File: src/rtl/display_scan_mux.sv
`timescale 1ns/1ps
// display_scan_mux: time-multiplexed hex display scanner.
// Walks one digit slot per 2**PRESCALE_LOG2 clocks, most significant digit first.
// Digit data is captured into shadow registers once per frame so that a frame
// never shows a mix of old and new values. Brightness is applied as a duty gate
// on the top bits of the cycle counter. Leading zeros can optionally be blanked.
module display_scan_mux #(
    parameter int NUM_DIGITS    = 4,
    parameter int PRESCALE_LOG2 = 10,
    parameter int BRIGHT_W      = 3
) (
    input  logic                      clk,
    input  logic                      reset,
    input  logic                      enable,
    input  logic [4*NUM_DIGITS-1:0]   data,
    input  logic [NUM_DIGITS-1:0]     dp_in,
    input  logic                      blank_lz,
    input  logic [BRIGHT_W-1:0]       brightness,
    output logic [3:0]                digit,
    output logic [NUM_DIGITS-1:0]     anode,
    output logic                      dp,
    output logic                      frame_tick
);

    localparam int                SLOT_W    = (NUM_DIGITS > 1) ? $clog2(NUM_DIGITS) : 1;
    localparam logic [SLOT_W-1:0] LAST_SLOT = SLOT_W'(NUM_DIGITS - 1);

    logic [PRESCALE_LOG2-1:0] r_cnt;
    logic [SLOT_W-1:0]        r_slot;
    logic [4*NUM_DIGITS-1:0]  r_data_sh;
    logic [NUM_DIGITS-1:0]    r_dp_sh;
    logic                     r_blank_sh;
    logic                     r_loaded;
    logic                     r_frame_tick;

    logic                     w_cnt_wrap;
    logic                     w_frame_end;
    logic                     w_load;
    logic                     w_duty_on;
    logic                     w_zero_run;
    logic [NUM_DIGITS-1:0]    w_blank;

    assign w_cnt_wrap  = &r_cnt;
    assign w_frame_end = w_cnt_wrap && (r_slot == LAST_SLOT);
    // The very first enabled edge after reset also loads, so the display never
    // shows the all-zero reset shadows.
    assign w_load      = enable && (w_frame_end || !r_loaded);
    assign w_duty_on   = (r_cnt[PRESCALE_LOG2-1 -: BRIGHT_W] <= brightness);
    assign frame_tick  = r_frame_tick;

    // Cycle and slot counters; both freeze while the scan is disabled.
    always_ff @(posedge clk or negedge reset) begin
        if (!reset) begin
            r_cnt  <= '0;
            r_slot <= '0;
        end else if (enable) begin
            r_cnt <= r_cnt + 1'b1;
            if (w_cnt_wrap) begin
                r_slot <= (r_slot == LAST_SLOT) ? '0 : r_slot + 1'b1;
            end
        end
    end

    // Shadow capture at frame boundaries plus the one-cycle frame marker.
    always_ff @(posedge clk or negedge reset) begin
        if (!reset) begin
            r_data_sh    <= '0;
            r_dp_sh      <= '0;
            r_blank_sh   <= 1'b0;
            r_loaded     <= 1'b0;
            r_frame_tick <= 1'b0;
        end else begin
            r_frame_tick <= w_load;
            if (w_load) begin
                r_data_sh  <= data;
                r_dp_sh    <= dp_in;
                r_blank_sh <= blank_lz;
                r_loaded   <= 1'b1;
            end
        end
    end

    // Leading-zero mask: a digit is blanked while every digit above it (and itself) is zero.
    always_comb begin
        w_blank    = '0;
        w_zero_run = 1'b1;
        for (int k = NUM_DIGITS - 1; k >= 0; k--) begin
            w_zero_run = w_zero_run && (r_data_sh[4*k +: 4] == 4'd0);
            if (k > 0) begin
                w_blank[k] = r_blank_sh && w_zero_run;
            end
        end
    end

    // Drive the single active digit; r_loaded keeps the display dark until
    // valid shadows exist, which also makes reset force all outputs dark.
    always_comb begin
        anode = '1;
        digit = 4'd0;
        dp    = 1'b0;
        for (int k = 0; k < NUM_DIGITS; k++) begin
            if (r_loaded && enable && w_duty_on && !w_blank[k] &&
                (int'(r_slot) == NUM_DIGITS - 1 - k)) begin
                anode[k] = 1'b0;
                digit    = r_data_sh[4*k +: 4];
                dp       = r_dp_sh[k];
            end
        end
    end

endmodule

File: config.mk
export PLATFORM = sky130hd
export DESIGN_NAME = display_scan_mux
export DESIGN_NICKNAME = d
export VERILOG_FILES = /design/src/rtl/display_scan_mux.sv
export SDC_FILE = /design/constraint.sdc
export NUM_CORES = 1
export LEC_CHECK = 0
export ABC_CLOCK_PERIOD_IN_PS = 3200
export CAP_MARGIN = 20
export CORE_MARGIN = 2
export CORE_UTILIZATION = 51
export CTS_CLUSTER_SIZE = 20
export DETAILED_ROUTE_END_ITERATION = 8
export PLACE_DENSITY = 0.89
export SLEW_MARGIN = 25
export SYNTH_ARGS = -nofsm -noshare
export SYNTH_HDL_FRONTEND = slang
export SYNTH_SLANG_ARGS = --single-unit
File: constraint.sdc
create_clock -name clk -period 3.2 [get_ports clk]
set_input_delay 0.8 -clock clk [delete_from_list [all_inputs] [get_ports clk]]
set_output_delay 0.8 -clock clk [all_outputs]
set_load 0.03 [all_outputs]
# Word level (Yosys, flattened, before mapping)
# Cells that the tools add are included.
[totals]
mem_bits_rw = 0
n_memories = 0
latch_bits = 0
reg_bits = 35
input_bits = 27
out_inout_bits = 10
rom_bits = 0
[classes]
n_mux = 13
magnitude_cmp = 1
eq_ne = 4
multipliers = 0
add_sub_neg = 2
reduce_logical = 27
n_div = 0
bitwise_logic = 0
shift = 0
[op_table]
columns = ["cell", "count"]
rows = [
  ["$logic_and A1 B1 Y1", 16],
  ["$mux W4", 4],
  ["$logic_not A4 Y1", 3],
  ["$reduce_and A11 Y1", 1],
  ["$add A10 B1 Y10 const B", 1],
  ["$reduce_and A10 Y1", 1],
  ["$mux W1", 8],
  ["$eq A2 B2 Y1 const B", 3],
  ["$logic_not A1 Y1", 4],
  ["$le A3 B3 Y1", 1],
  ["$add A2 B1 Y2 const B", 1],
  ["$eq A2 B1 Y1 const B", 1],
  ["$logic_not A2 Y1", 1],
  ["$mux W2", 1],
  ["$logic_or A1 B1 Y1", 1],
]

# Depth between registers and ports, before layout
# Gate-level depths: netlist (run 1).
[logic_depth]
word_depth = 10
ltp_mapped = 7

# Worst setup path after synthesis (run 1)
# OpenSTA, ideal clock, no wires.
[synth_timing]
path_type = "input -> output"
from = "input brightness[1]"
to = "output digit[0]"
n_path_buf = 0
required_time_ps = 2400
arrival_time_ps = 2595
stages = 5
path_slack_ps = -195
cell_sequence = "inv_1 ha_1 a211oi_1 o311ai_0 o32ai_1"
[synth_via]
elab_chain_cells = 7
elab_cells_between_ends = 13
cone_classes = "1 x order compare; 4 x mux; 8 x reduce/logical"
[synth_rtl]
columns = ["item", "line_no", "rtl"]
rows = [
  ["start: declaration", "18", "input logic [BRIGHT_W-1:0] brightness,"],
  ["$le A3 B3 Y1 *", "48", "assign w_duty_on = (r_cnt[PRESCALE_LOG2-1 -: BRIGHT_W] <= brightness);"],
  ["$logic_and A1 B1 Y1 *", "102", "if (r_loaded && enable && w_duty_on && !w_blank[k] &&"],
  ["$logic_and A1 B1 Y1", "102", ""],
  ["$mux W4 or $logic_and A1 B1 Y1 (tied branches)", "102", ""],
  ["$mux W4 (2 in a row)", "102", ""],
  ["$mux W4 *", "102", ""],
  ["end: declaration", "19", "output logic [3:0] digit,"],
]
# Mark *: on every way between the ends. The rest lies on a longest branch, timed or not.

# Worst setup path after layout (run 1)
[layout_timing]
from = "register r_data_sh[4]"
to = "output digit[3]"
[layout_via]
elab_chain_cells = 9
[layout_rtl]
columns = ["item", "line_no", "rtl"]
rows = [
  ["start: declaration", "30", "logic [4*NUM_DIGITS-1:0] r_data_sh;"],
  ["start signal: assignment", "75", "r_data_sh <= data;"],
  ["$logic_not A4 Y1", "88", "w_zero_run = w_zero_run && (r_data_sh[4*k +: 4] == 4'd0);"],
  ["$logic_and A1 B1 Y1", "88", ""],
  ["$logic_and A1 B1 Y1", "90", "w_blank[k] = r_blank_sh && w_zero_run;"],
  ["$logic_not A1 Y1", "102", ""],
  ["$logic_and A1 B1 Y1 (2 in a row)", "102", ""],
  ["$mux W4 (3 in a row)", "102", ""],
]
# No other way between the ends.

==> results of run 1 <==
-- state kept, by name (all words and copies together), names as in the netlist --
signal / cells
r_dp_sh: 4
r_blank_sh: 1
r_data_sh: 16
r_cnt: 10
frame_tick: 1
r_loaded: 1
r_slot: 2
-- worst reg2reg max path: cells and delay by family, from the launching register on --
family	cells	cell delay, ns
adders and majority gates	1	0.28
and+or+nand+nor	2	0.32
DFF	1	0.45
AOI/OAI and AO/OA	1	0.48
muxes	1	0.41
-- stage by stage --
stage	power (W)	hold slack [ns]	setup TNS, ns
after global routing	0.00111	0.519	-0.503
after global placement	0.000776	0.455	-2.06
after floorplan	0.000697	0.439	-0.973
after detailed placement	0.000803	0.469	-2.85
after CTS	0.00105	0.488	-0.350
final	0.00107	0.486	-0.0257
-- routing by layer --
metal	track usage	share of wire
met1	0.289	0.42
met5	0	0
met2	0.413	0.50
met3	0.0607	0.057
met4	0.0707	0.021
-- what timing repair did --
item | 4_1_cts | 5_1_grt
setup buffers | 4 | 0
pin swaps | 11 | 5
setup endpoints to repair | 9 | 9
resized for setup | 23 | 14
endpoints found under the hold margin | 0 | 0
-- power by group through the flow --
stage          clock (W)  sequential [W]  combinational (W)
3_3_place_gp           0        0.000583           0.000193
6_report        0.000243        0.000588           0.000234
4_1_cts         0.000242        0.000584           0.000223
3_5_place_dp           0        0.000593           0.000210
5_1_grt         0.000263        0.000598           0.000252
2_1_floorplan          0        0.000570           0.000127
-- cells in the mapped netlist (3+ instances only) --
cell and instances:
inv_1 8, nand3_1 4, dfrtp_1 35, and4_1 3
xor2_1 3, a221oi_1 4, mux2_2 24, xnor2_1 6
ha_1 8, nor2_1 8, nand4_1 4, and3_1 3
o32ai_1 5, nand2_1 11
-- path summary, 6_finish.rpt --
path / from / end / slack (ns) / depth (start not counted)
setup reg to reg: r_slot[0]$_DFFE_PN0P_ / r_data_sh[0]$_DFFE_PN0P_ / 1.15 / 5
max in group asynchronous: reset / r_cnt[5]$_DFFE_PN0P_ / 2.03 / 2
hold / removal: r_cnt[6]$_DFFE_PN0P_ / r_cnt[6]$_DFFE_PN0P_ / 0.49 / 1
min in group asynchronous: reset / r_cnt[2]$_DFFE_PN0P_ / 0.84 / 2
setup / recovery: r_data_sh[4]$_DFFE_PN0P_ / digit[3] / -0.03 / 5
hold reg to reg: r_cnt[6]$_DFFE_PN0P_ / r_cnt[6]$_DFFE_PN0P_ / 0.49 / 1
-- cell type report --
cell class | instances | area share
clock inverters | 3 | 0.00817
repair buffers | 44 | 0.167
clock buffers | 5 | 0.0153
flip-flops and latches | 35 | 0.357
multi-input cells | 106 | 0.417
inverters | 8 | 0.0123
well taps | 46 | 0.0235
-- cell families after synthesis --
logic type      synth area share
xor+xnor                  0.0438
fa+ha+maj                 0.0556
flops                      0.486
buf+inv                   0.0312
simple gates               0.134
mux                        0.150
compound gates            0.0993
==> metrics.md, run 1 <==
| Metric | Value |
|---|---|
| Violated checks | `setup timing` |
| Mapped Cells | `152` |
| Largest net degree at the start of global routing | `36` |
| Synthesized area | `1800 µm²` |
| Vias per cell | `5.96` |
| CTS tree | `done` |
| Internal | `0.000727 W` |
| Clock latency on the worst-skew pair | `0.35 ns` |
| Hold WC Path Type | `reg -> reg` |
| CP startpoint kind | `flop` |
| Max cap viols | `0` |
| Endpoints failing setup | `1` |
| Width of the die | `63.4 µm` |
| DIE HEIGHT | `63.4 µm` |
| RSZ-0062 raised after global routing | `true` |
| Flop pwr share | `0.552` |
| Final Hold Fails | `0` |
| Core Region | `3360 µm²` |
| Sequential Area | `876 µm²` |
| P_leak | `1.05 nW` |
| Switching Power | `0.000338 W` |
| Worst vdd ir | `0.343 mV` |
| Initial antenna violation count | `0` |
| Port buffer count | `36` |
| CTS root buffer | `clkbuf_4` |
| ANT nets after route | `0` |
| Starting density of the core | `0.536` |
| Total track usage | `0.237` |
| CP Data Required Time | `2.40 ns` |
| Cell area after layout | `2450 µm²` |
| Synth async-reset ratio | `1.00` |
| CP arrival | `2.43 ns` |
| Yosys reg bits | `35` |
| Clk slew on worst S/H paths | `0.11 ns` |
| Most common cell after layout, fill and taps aside | `dfrtp_1` |
| Dpl cells | `237` |
| First-pass GRT wire length | `7360 µm` |
| Tmin final | `3.23 ns` |
| Post-Place Worst Slack | `-0.492 ns` |
| Top delay family on crit path | `compound AO/OA/AOI/OAI gates` |
| EDFF count, synth | `0` |
| Via count | `1473` |
| P&R area growth vs syn | `36.0%` |
| Critical Path Slowest Stage Cell | `nor4_1` |
| Post-synthesis sequential area ratio | `0.486` |
| IO Pins | `37` |
| Multi-input gate area | `1020 µm²` |
| Worst path buffer plus inverter count | `1` |
| DRC Markers | `0` |
| YS warnings | `0` |
| Setup ws final | `-0.0257 ns` |
| CP max FO | `5` |
| Clock Power Share | `0.228` |
| Syn avg cell area | `11.9 µm²` |
| Ranking of synthesized cells by area | `dfrtp_1 (49%), mux2_2 (15%), ha_1 (5.6%)` |
| Netlist cell types | `36` |
| Power density cells | `435 nW/µm²` |
| Switching Share | `0.318` |
| Area leader, netlist | `dfrtp_1` |
| Synth Flop Type | `dfrtp_1` |
| # fillers | `238` |
| Critical path capture point type | `output pin` |
| DRT iter0 DRCs | `132` |
| Syn nets | `187` |
| Cell Chain, Critical Path | `nor4_1 -> a41o_1 -> a221oi_1 -> o32ai_2 -> buf_4` |
| Cell Rows | `21` |
| Nets | `235` |
| Max Slew Vio Count | `0` |
| Layout cells sized above 1 | `0.373` |
| Hold Buf Count CTS | `0` |
| Most frequent cells in the layout | `dfrtp_1 (35), mux2_2 (24), clkdlybuf4s50_1 (24)` |
| Slew margin rel. | `0.604` |
| Worst path max stage delay | `0.57 ns` |
| Vias in the first global route | `1539` |
| TritonCTS Sinks | `35` |
| Fin cells | `247` |
| Final GP Congestion | `0.900` |
| Max Buffers Root-to-Sink | `2` |
| H-tree levels | `2` |
| Yosys top cell area share | `0.486` |
| CP Class | `reg -> out` |
| Pre-antenna DRT Iters | `4` |
| Routed len/inst | `19.0 µm` |
| Final core occ | `0.729` |
| Worst Clk Skew | `0.00872 ns` |
| Worst-Margin Slew | `0.589 ns` |
| Post-route clock period utilization | `1.01` |
| GRT overflow | `0` |
| Diode count | `0` |
| Fmax | `310 MHz` |
| Result of the run | `finished with violations` |
| Cts bufs inserted | `5` |
| HPWL Detailed | `3130 µm` |
| DRT Wirelength | `4700 µm` |
| Comb pwr share | `0.220` |
| Post-Place Cell Area | `2220 µm²` |
| Die area | `4020 µm²` |
(Power assumes the default switching activity.)
==> inputs of run 2 (changes only) <==
--- a/config.mk
+++ b/config.mk
@@ -8,10 +8,11 @@
 export ABC_CLOCK_PERIOD_IN_PS = 3200
 export CAP_MARGIN = 20
 export CORE_MARGIN = 2
-export CORE_UTILIZATION = 51
+export CORE_UTILIZATION = 60
 export CTS_CLUSTER_SIZE = 20
 export DETAILED_ROUTE_END_ITERATION = 8
-export PLACE_DENSITY = 0.89
+export DONT_BUFFER_PORTS = 1
+export PLACE_DENSITY = 0.85
 export SLEW_MARGIN = 25
 export SYNTH_ARGS = -nofsm -noshare
 export SYNTH_HDL_FRONTEND = slang
==> run 2 against run 1 <==
Net effect:
- the run ends with DRC left
- largest power group unchanged
- via count is 11% lower
- worst setup slack better by 0.076 ns
- highest routed layer unchanged
- first-iteration DRC count decreased by 28%
==> metrics.md, run 2 (synthesized netlist as in run 1, its figures left out) <==
| Metric | Value |
|---|---|
| Result of the run | `finished with violations` |
| Violated checks | `DRC` |
| Worst Clk Skew | `0.0118 ns` |
| ANT nets after route | `0` |
| IO Pins | `37` |
| R2R setup slack | `1.14 ns` |
| Tmin final | `3.15 ns` |
| Vias in the first global route | `1380` |
| Most flops, register | `r_data_sh` |
| Hold Buf Count CTS | `0` |
| CP max FO | `5` |
| P_leak | `0.890 nW` |
| Post-route clock period utilization | `0.984` |
| Clock latency on the worst-skew pair | `0.34 ns` |
| Total track usage | `0.249` |
| Critical path capture point type | `output pin` |
| DIE HEIGHT | `58.8 µm` |
| HPWL Detailed | `2830 µm` |
| Slew margin rel. | `0.646` |
| Max cap viols | `0` |
| CTS root buffer | `clkbuf_4` |
| Reg2Reg Launch Point | `r_slot[0]$_DFFE_PN0P_` |
| Final core occ | `0.715` |
| CTS tree | `done` |
| Pre-antenna DRT Iters | `6` |
| CP Class | `reg -> out` |
| WHS | `0.135 ns` |
| Vias per cell | `6.69` |
| Power density cells | `495 nW/µm²` |
| DRT Wirelength | `4020 µm` |
| Starting density of the core | `0.642` |
| Worst vdd ir | `0.397 mV` |
| First-pass GRT wire length | `6330 µm` |
| Max Slew Vio Count | `0` |
| Fmax | `317 MHz` |
| Port buffer count | `0` |
| Endpoints failing setup | `0` |
| Most frequent cells in the layout | `dfrtp_1 (35), mux2_2 (24), nand2_1 (11)` |
| DRC Markers | `3` |
| CP Data Required Time | `2.40 ns` |
| Worst r2r path cells | `5` |
| CP arrival | `2.35 ns` |
| Diode count | `0` |
| Via count | `1311` |
| FF-to-FF End | `r_data_sh[15]$_DFFE_PN0P_` |
| Final Hold Fails | `0` |
| Most common cell after layout, fill and taps aside | `dfrtp_1` |
| Routed len/inst | `20.5 µm` |
| Worst-Margin Slew | `0.530 ns` |
| Die area | `3460 µm²` |
| Width of the die | `58.8 µm` |
| Hold WC Path Type | `in -> async` |
| # fillers | `212` |
| Nets | `199` |
| GRT overflow | `0` |
| Sequential Area | `876 µm²` |
| DRT iter0 DRCs | `95` |
| Cell Rows | `19` |
| TritonCTS Sinks | `35` |
| Max reg flops | `16` |
| Layout cells sized above 1 | `0.333` |
| Max Buffers Root-to-Sink | `2` |
| Final GP Congestion | `0.883` |
| Multi-input gate area | `946 µm²` |
| Core Region | `2810 µm²` |
| P&R area growth vs syn | `11.2%` |
| Largest net degree at the start of global routing | `36` |
| Top flop regs | `r_data_sh (16), r_cnt (10), r_dp_sh (4)` |
| Initial antenna violation count | `0` |
| H-tree levels | `2` |
| CP startpoint kind | `flop` |
| Cts bufs inserted | `5` |
| Clk slew on worst S/H paths | `0.11 ns` |
## run 2: power by group
| group | leakage, nW | internal (W) | switching, W | total [W] |
|---|---|---|---|---|
| sequential | 0.439 | 0.000515 | 0.0000747 | 0.000589 |
| combinational | 0.424 | 0.0000891 | 0.0000771 | 0.000166 |
| clock | 0.0282 | 0.0000847 | 0.000152 | 0.000236 |
| total | 0.890 | 0.000688 | 0.000303 | 0.000992 |
## run 2: worst max-delay path by stage
stage,from,to,slack (ns),cells past startpoint
after detailed placement,brightness[2],digit[3],-0.38,6
after global routing,r_slot[0]$_DFFE_PN0P_,digit[3],-0.02,6
final,r_data_sh[8]$_DFFE_PN0P_,digit[3],0.05,5
after CTS,brightness[1],digit[3],0.005,6
after global placement,brightness[2],dp,-0.18,6
after floorplan,brightness[1],digit[0],-0.20,5
## run 2: metal layers
| metal | routed length (µm) | vias up | GRT usage |
|---|---|---|---|
| li1 | - | 582 | - |
| met1 | 1570 | 671 | 0.301 |
| met2 | 2130 | 51 | 0.413 |
| met3 | 263 | 7 | 0.0703 |
| met4 | 58 | 0 | 0.114 |
| met5 | 0 | - | 0 |
## run 2: final cells by class
| cell class | instances | share of cell area |
|---|---|---|
| clock buffers | 6 | 0.0206 |
| clock inverters | 2 | 0.00624 |
| repair buffers | 8 | 0.0300 |
| flip-flops and latches | 35 | 0.437 |
| multi-input cells | 106 | 0.472 |
| inverters | 8 | 0.0150 |
| well taps | 31 | 0.0194 |
## run 2: per-stage QoR
stage	cells	setup slack, ns	setup TNS (ns)	area, µm²	power, W
floorplan	152	-0.195	-0.973	1800	0.000697
global placement	188	-0.180	-0.831	1870	0.000729
detailed placement	188	-0.376	-1.67	1870	0.000745
CTS	196	0.00494	0	1960	0.000984
global route	196	-0.0172	-0.0319	2000	0.00103
finish	196	0.0501	0	2000	0.000992
## run 2: what timing repair did
action                                  CTS  global route
gates resized for setup                   6             8
endpoints found under the setup margin    5             5
setup buffers                             0             0
## run 2: critical path, cell delays in order (launching register included)
cell and delay [ns]:
dfrtp_1 0.43, or4_4 0.57, o31a_1 0.36, a221oi_2 0.28
o32ai_1 0.17, buf_4 0.21
